### src/rtl/bus_arbiter.sv
// Two-master arbiter in front of the bus decoder. Ownership is granted per transaction and held
// until every burst beat completes; ties resolve round-robin (RR=1) or to master 0 (RR=0).
module bus_arbiter #(
   parameter bit          RR      = 1'b1,
   parameter int unsigned BURST_W = 4
) (
   input  logic               clk,
   input  logic               rst_n,
   input  logic [31:0]        m0_addr,
   input  logic [31:0]        m0_wdata,
   input  logic               m0_read,
   input  logic               m0_write,
   input  logic [3:0]         m0_dataena,
   input  logic [BURST_W-1:0] m0_burstcount,
   output logic [31:0]        m0_rdata,
   output logic               m0_valid,
   output logic               m0_waitrequest,
   input  logic [31:0]        m1_addr,
   input  logic [31:0]        m1_wdata,
   input  logic               m1_read,
   input  logic               m1_write,
   input  logic [3:0]         m1_dataena,
   input  logic [BURST_W-1:0] m1_burstcount,
   output logic [31:0]        m1_rdata,
   output logic               m1_valid,
   output logic               m1_waitrequest,
   output logic [31:0]        s_addr,
   output logic [31:0]        s_wdata,
   output logic               s_read,
   output logic               s_write,
   output logic [3:0]         s_dataena,
   output logic [BURST_W-1:0] s_burstcount,
   input  logic [31:0]        s_rdata,
   input  logic               s_valid,
   input  logic               s_waitrequest,
   output logic [1:0]         grant
);

   typedef enum logic [1:0] {StIdle, StCmd, StRburst} state_e;

   localparam logic [BURST_W-1:0] OneBeat = {{(BURST_W-1){1'b0}}, 1'b1};

   state_e             state_q, state_d;
   logic [1:0]         grant_q, grant_d;
   logic               last_q, last_d;
   logic [BURST_W-1:0] beats_q, beats_d;

   logic               req0, req1, sel, own;
   logic               own_req, own_read, own_write;
   logic [BURST_W-1:0] bc0_eff, bc1_eff;

   assign req0 = m0_read | m0_write;
   assign req1 = m1_read | m1_write;

   // Burstcount 0 is a single beat.
   assign bc0_eff = (m0_burstcount == '0) ? OneBeat : m0_burstcount;
   assign bc1_eff = (m1_burstcount == '0) ? OneBeat : m1_burstcount;

   // Winner among pending masters; only meaningful when at least one requests.
   assign sel = (req0 & req1) ? (RR ? ~last_q : 1'b0) : req1;

   assign own       = grant_q[1];
   assign own_read  = own ? m1_read  : m0_read;
   assign own_write = own ? m1_write : m0_write;
   assign own_req   = own_read | own_write;
   assign grant     = grant_q;

   always_ff @(posedge clk or negedge rst_n) begin
      if (!rst_n) begin
         state_q <= StIdle;
         grant_q <= 2'b00;
         last_q  <= 1'b1;
         beats_q <= '0;
      end else begin
         state_q <= state_d;
         grant_q <= grant_d;
         last_q  <= last_d;
         beats_q <= beats_d;
      end
   end

   always_comb begin
      state_d = state_q;
      grant_d = grant_q;
      last_d  = last_q;
      beats_d = beats_q;
      case (state_q)
         StIdle: begin
            if (req0 | req1) begin
               grant_d = sel ? 2'b10 : 2'b01;
               last_d  = sel;
               beats_d = sel ? bc1_eff : bc0_eff;
               state_d = StCmd;
            end
         end
         StCmd: begin
            if (!own_req) begin
               // Master withdrew before acceptance: release without counting.
               state_d = StIdle;
               grant_d = 2'b00;
            end else if (own_read && !s_waitrequest) begin
               state_d = StRburst;
            end else if (own_write && !s_waitrequest) begin
               beats_d = beats_q - OneBeat;
               if (beats_q == OneBeat) begin
                  state_d = StIdle;
                  grant_d = 2'b00;
               end
            end
         end
         StRburst: begin
            if (s_valid) begin
               beats_d = beats_q - OneBeat;
               if (beats_q == OneBeat) begin
                  state_d = StIdle;
                  grant_d = 2'b00;
               end
            end
         end
         default: begin
            state_d = StIdle;
            grant_d = 2'b00;
         end
      endcase
   end

   always_comb begin
      s_addr         = '0;
      s_wdata        = '0;
      s_read         = 1'b0;
      s_write        = 1'b0;
      s_dataena      = '0;
      s_burstcount   = '0;
      m0_waitrequest = 1'b1;
      m1_waitrequest = 1'b1;
      m0_valid       = 1'b0;
      m1_valid       = 1'b0;
      m0_rdata       = '0;
      m1_rdata       = '0;
      if (state_q == StCmd) begin
         s_addr       = own ? m1_addr       : m0_addr;
         s_wdata      = own ? m1_wdata      : m0_wdata;
         s_dataena    = own ? m1_dataena    : m0_dataena;
         s_burstcount = own ? m1_burstcount : m0_burstcount;
         s_read       = own_read;
         s_write      = own_write;
         if (own) m1_waitrequest = s_waitrequest;
         else     m0_waitrequest = s_waitrequest;
      end
      // Read beats pass through with no added latency; valids outside a burst are dropped.
      if (state_q == StRburst) begin
         if (own) begin
            m1_valid = s_valid;
            m1_rdata = s_rdata;
         end else begin
            m0_valid = s_valid;
            m0_rdata = s_rdata;
         end
      end
   end

endmodule

### config.mk
export PLATFORM = sky130hd
export DESIGN_NAME = bus_arbiter
export DESIGN_NICKNAME = d
export VERILOG_FILES = /design/src/rtl/bus_arbiter.sv
export SDC_FILE = /design/constraint.sdc
export NUM_CORES = 1
export LEC_CHECK = 0
export CAP_MARGIN = 20
export CORE_AREA = 2 2 129 131
export DETAILED_ROUTE_END_ITERATION = 8
export DIE_AREA = 0 0 131 133
export GPL_ROUTABILITY_DRIVEN = 1
export HOLD_SLACK_MARGIN = 0.08
export SYNTH_ARGS = -nofsm -noshare
export SYNTH_HDL_FRONTEND = slang
export SYNTH_SLANG_ARGS = --single-unit
### constraint.sdc
create_clock -name clk -period 3.04 [get_ports clk]
set_clock_uncertainty 0.1 [all_clocks]
set_input_delay 0.912 -clock clk [delete_from_list [all_inputs] [get_ports clk]]
set_output_delay 0.912 -clock clk [all_outputs]
set_load 0.02 [all_outputs]
==> key figures <==
Detailed routing
  – Vias: 3,676
  – Post-Route WL: 13,610 um
  – Pre-antenna DRT Iters: 4
  – Wire length per cell: 15.33 um
  – Residual DRC: 0
  – Initial DRC count: 102
  – DRT antenna net count: 0
  – DR vias/cell: 4.140

Critical path
  – WS Path Type: primary input to output pin
  – Worst R2R End: grant[1]
  – Worst R2R Path Depth: 5
  – Worst EP required: 2.03 ns
  – CP startpoint kind: primary input
  – R2R setup slack: 0.73 ns
  – Worst Setup End Kind: output pin
  – Maximum net fanout on the critical path: 1
  – R2r startpoint: grant[1]
  – Crit-path slowest cell: clkdlybuf4s50_1
  – Cell Chain, Critical Path: clkdlybuf4s50_1 > mux2i_1 > nor2b_1 > clkdlybuf4s15_1
  – CP Data Arrival Time: 2.00 ns
  – CP peak stage delay: 0.50 ns

Worst hold path
  – Min-Delay Path Class: register to register
  – Worst Hold Endpoint: last_q
  – Hold Startpoint: last_q
  – Hold path depth: 2

Synthesis
  – Synth Area in Simple Gates: 42.03%
  – Largest family of logic cells by synthesized area: simple AND/OR/NAND/NOR gates
  – Xor/xnor cell area share of the yosys netlist: 0.3453%
  – Post-synthesis mux area share: 30.98%
  – Area leader, netlist: mux2i_1
  – Post-synthesis cell area: 2536 sq um
  – Top cell type's share of synthesized area: 30.39%
  – Yosys Warn Count: 0
  – #FFs+latches synth: 9
  – Post-synth cell types: 48
  – Asr flop ratio synth: 100.0%
  – Avg Cell Area, Syn: 7.593 sq um
  – Post-synthesis cell count: 334
  – Synth Area in Adders: 2.960%
  – Post-synth EDFFs: 0
  – Post-synthesis compound-gate area fraction: 8.485%
  – Synth area leaders: mux2i_1 (30%), nor2b_1 (19%), and2_1 (8.9%), and3_1 (8.4%), dfrtp_1 (7.9%)
  – Dominant synthesized flop cell: dfrtp_1
  – Top post-synthesis cells by count: mux2i_1 (77), nor2b_1 (77), and2_1 (36), and3_1 (34), clkbuf_1 (21)
  – Synthesized Nets: 524
  – Seq/Total Area, Yosys: 8.929%

Placement
  – Post-Place Cells: 884
  – Post-DP HPWL: 11,930 um
  – Placed cell areas: 6281 sq um
  – GPL Wtd Cong: 0.8567
  – DP Worst Slack: -0.2789 ns
  – Port-buffer cells: 327

Finish
  – Layout cells sized above 1: 7.335%
  – Area Overhead vs Synth: 143.9%
  – Layout Nets: 859
  – Antenna diode count: 0
  – Final instance area: 6186 sq um
  – Non-Filler Instances: 888
  – Post-layout util: 38.25%

Power
  – Pleak: 3.083 nW
  – Total Power: 3.826 mW
  – Worst VDD drop: 242.1 uV
  – Cell Pwr Density: 618.4 nW/um^2

Clock tree
  – Num CTS Buffers: 3
  – Clock root cell: clkbuf_16
  – Later-pin clock latency in the skew report: 0.24 ns
  – Max Buffers Root-to-Sink: 2
  – CTS tree: yes
  – Worst-path clk slew: 0.04 ns
  – # hold bufs at CTS: 0
  – Num Clock Sinks: 9
  – H-Tree Depth: 1

Global route
  – Total gr overflow: 0
  – Vias in the first global route: 3,682
  – Largest net degree at the start of global routing: 46
  – First-pass GRT wire length: 20,340 um
  – Initial antenna violation count: 0
  – Total GRT Usage: 14.67%

Die
  – FP Rows: 47
  – Initial Util: 15.68%
  – Die width: 131 um
  – Die height: 133 um
  – CORE AREA: 16,170 sq um
  – Full die area: 17,420 sq um
  – Ports: 328

STA
  – FMAX: 0.3323 GHz
  – Hold Fails Final Rpt: 0
  – Worst setup margin: 0.03098 ns
  – Crit share post-route: 98.98%
  – Final setup viols: 0
  – RSZ-0062 raised after global routing: no
  – Final Slew Violations: 0
  – Max-slew headroom: 71.15%
  – Fin crit period: 3.009 ns
  – Worst slew pin tran: 0.4218 ns

Run
  – Max-cap violations: 0

Run status
  – Status: completed
==> placed cells by master (no fill, tap or decap), types with 7 or more instances in the layout <==
master	count
inv_1	9
dlygate4sd2_1	133
and2_1	36
mux2i_1	77
buf_12	7
buf_4	30
nor2b_1	76
and3_1	34
dfrtp_1	7
clkdlybuf4s50_1	185
==> area by class of cell <==
cell class | count | area, sq um
multi-input cells | 287 | 2156
well taps | 220 | 275.3
fillers | 1699 | 9986
flip-flops and latches | 9 | 230.2
clock buffers | 4 | 78.83
repair buffers | 359 | 3412
inverters | 9 | 33.78
==> through the flow <==
stage               hold slack, ns  TNS [ns]
floorplan                   0.3694         0
global placement            0.3875    -18.40
CTS                         0.4277         0
detailed placement          0.4300    -19.85
global route                0.4494         0
finish                      0.4206         0
==> per-layer routing <==
metal | global-route usage (%) | part of all wire, % | up-vias
met5 | 0 | 0 | -
met4 | 3.546 | 2.2 | 0
met3 | 1.981 | 6.5 | 21
met2 | 28.07 | 52 | 189
met1 | 16.78 | 39 | 1640
li1 | - | - | 1826
==> flip-flops by register name (all words and copies together), names as in the netlist <==
signal / cells
state_q: 2
beats_q: 4
last_q: 1
grant: 2
==> worst max-delay path by stage <==
stage	from	to	slack, ns	depth (start not counted)
2_1_floorplan	grant[1]	m1_rdata[23]	0.38	5
3_3_place_gp	m1_wdata[12]	s_wdata[12]	-0.28	4
3_5_place_dp	m1_wdata[12]	s_wdata[12]	-0.28	4
4_1_cts	m1_addr[2]	s_addr[2]	0.01	4
5_1_grt	m1_dataena[0]	s_dataena[0]	0.002	4
6_report	m1_dataena[0]	s_dataena[0]	0.03	4
==> repair_timing <==
item | in CTS | in global routing
cloned | 0 | 0
resized for setup | 138 | 6
setup endpoints to repair | 137 | 6
setup buffers | 0 | 0
==> critical path, delay by kind of cell <==
family | cells | cell delay, ns
buffers and inverters | 2 | 0.83
muxes | 1 | 0.10
and+or+nand+nor | 1 | 0.16
==> report_power, final <==
group,internal [mW],switching (mW),leakage [nW],total (mW)
Clock,0.175,0.0577,0.0382,0.233
Combinational,1.56,1.77,2.94,3.33
Sequential,0.190,0.0712,0.106,0.261
Total,1.92,1.90,3.08,3.83
==> kinds of logic after synthesis <==
family | Yosys count
AOI/OAI and AO/OA | 29
xor gates and xnor gates | 1
muxes | 78
and+or+nand+nor | 173
adders and majority gates | 6
buffers and inverters | 38
DFF | 9
No activity file was read; power rests on OpenSTA's default activity.
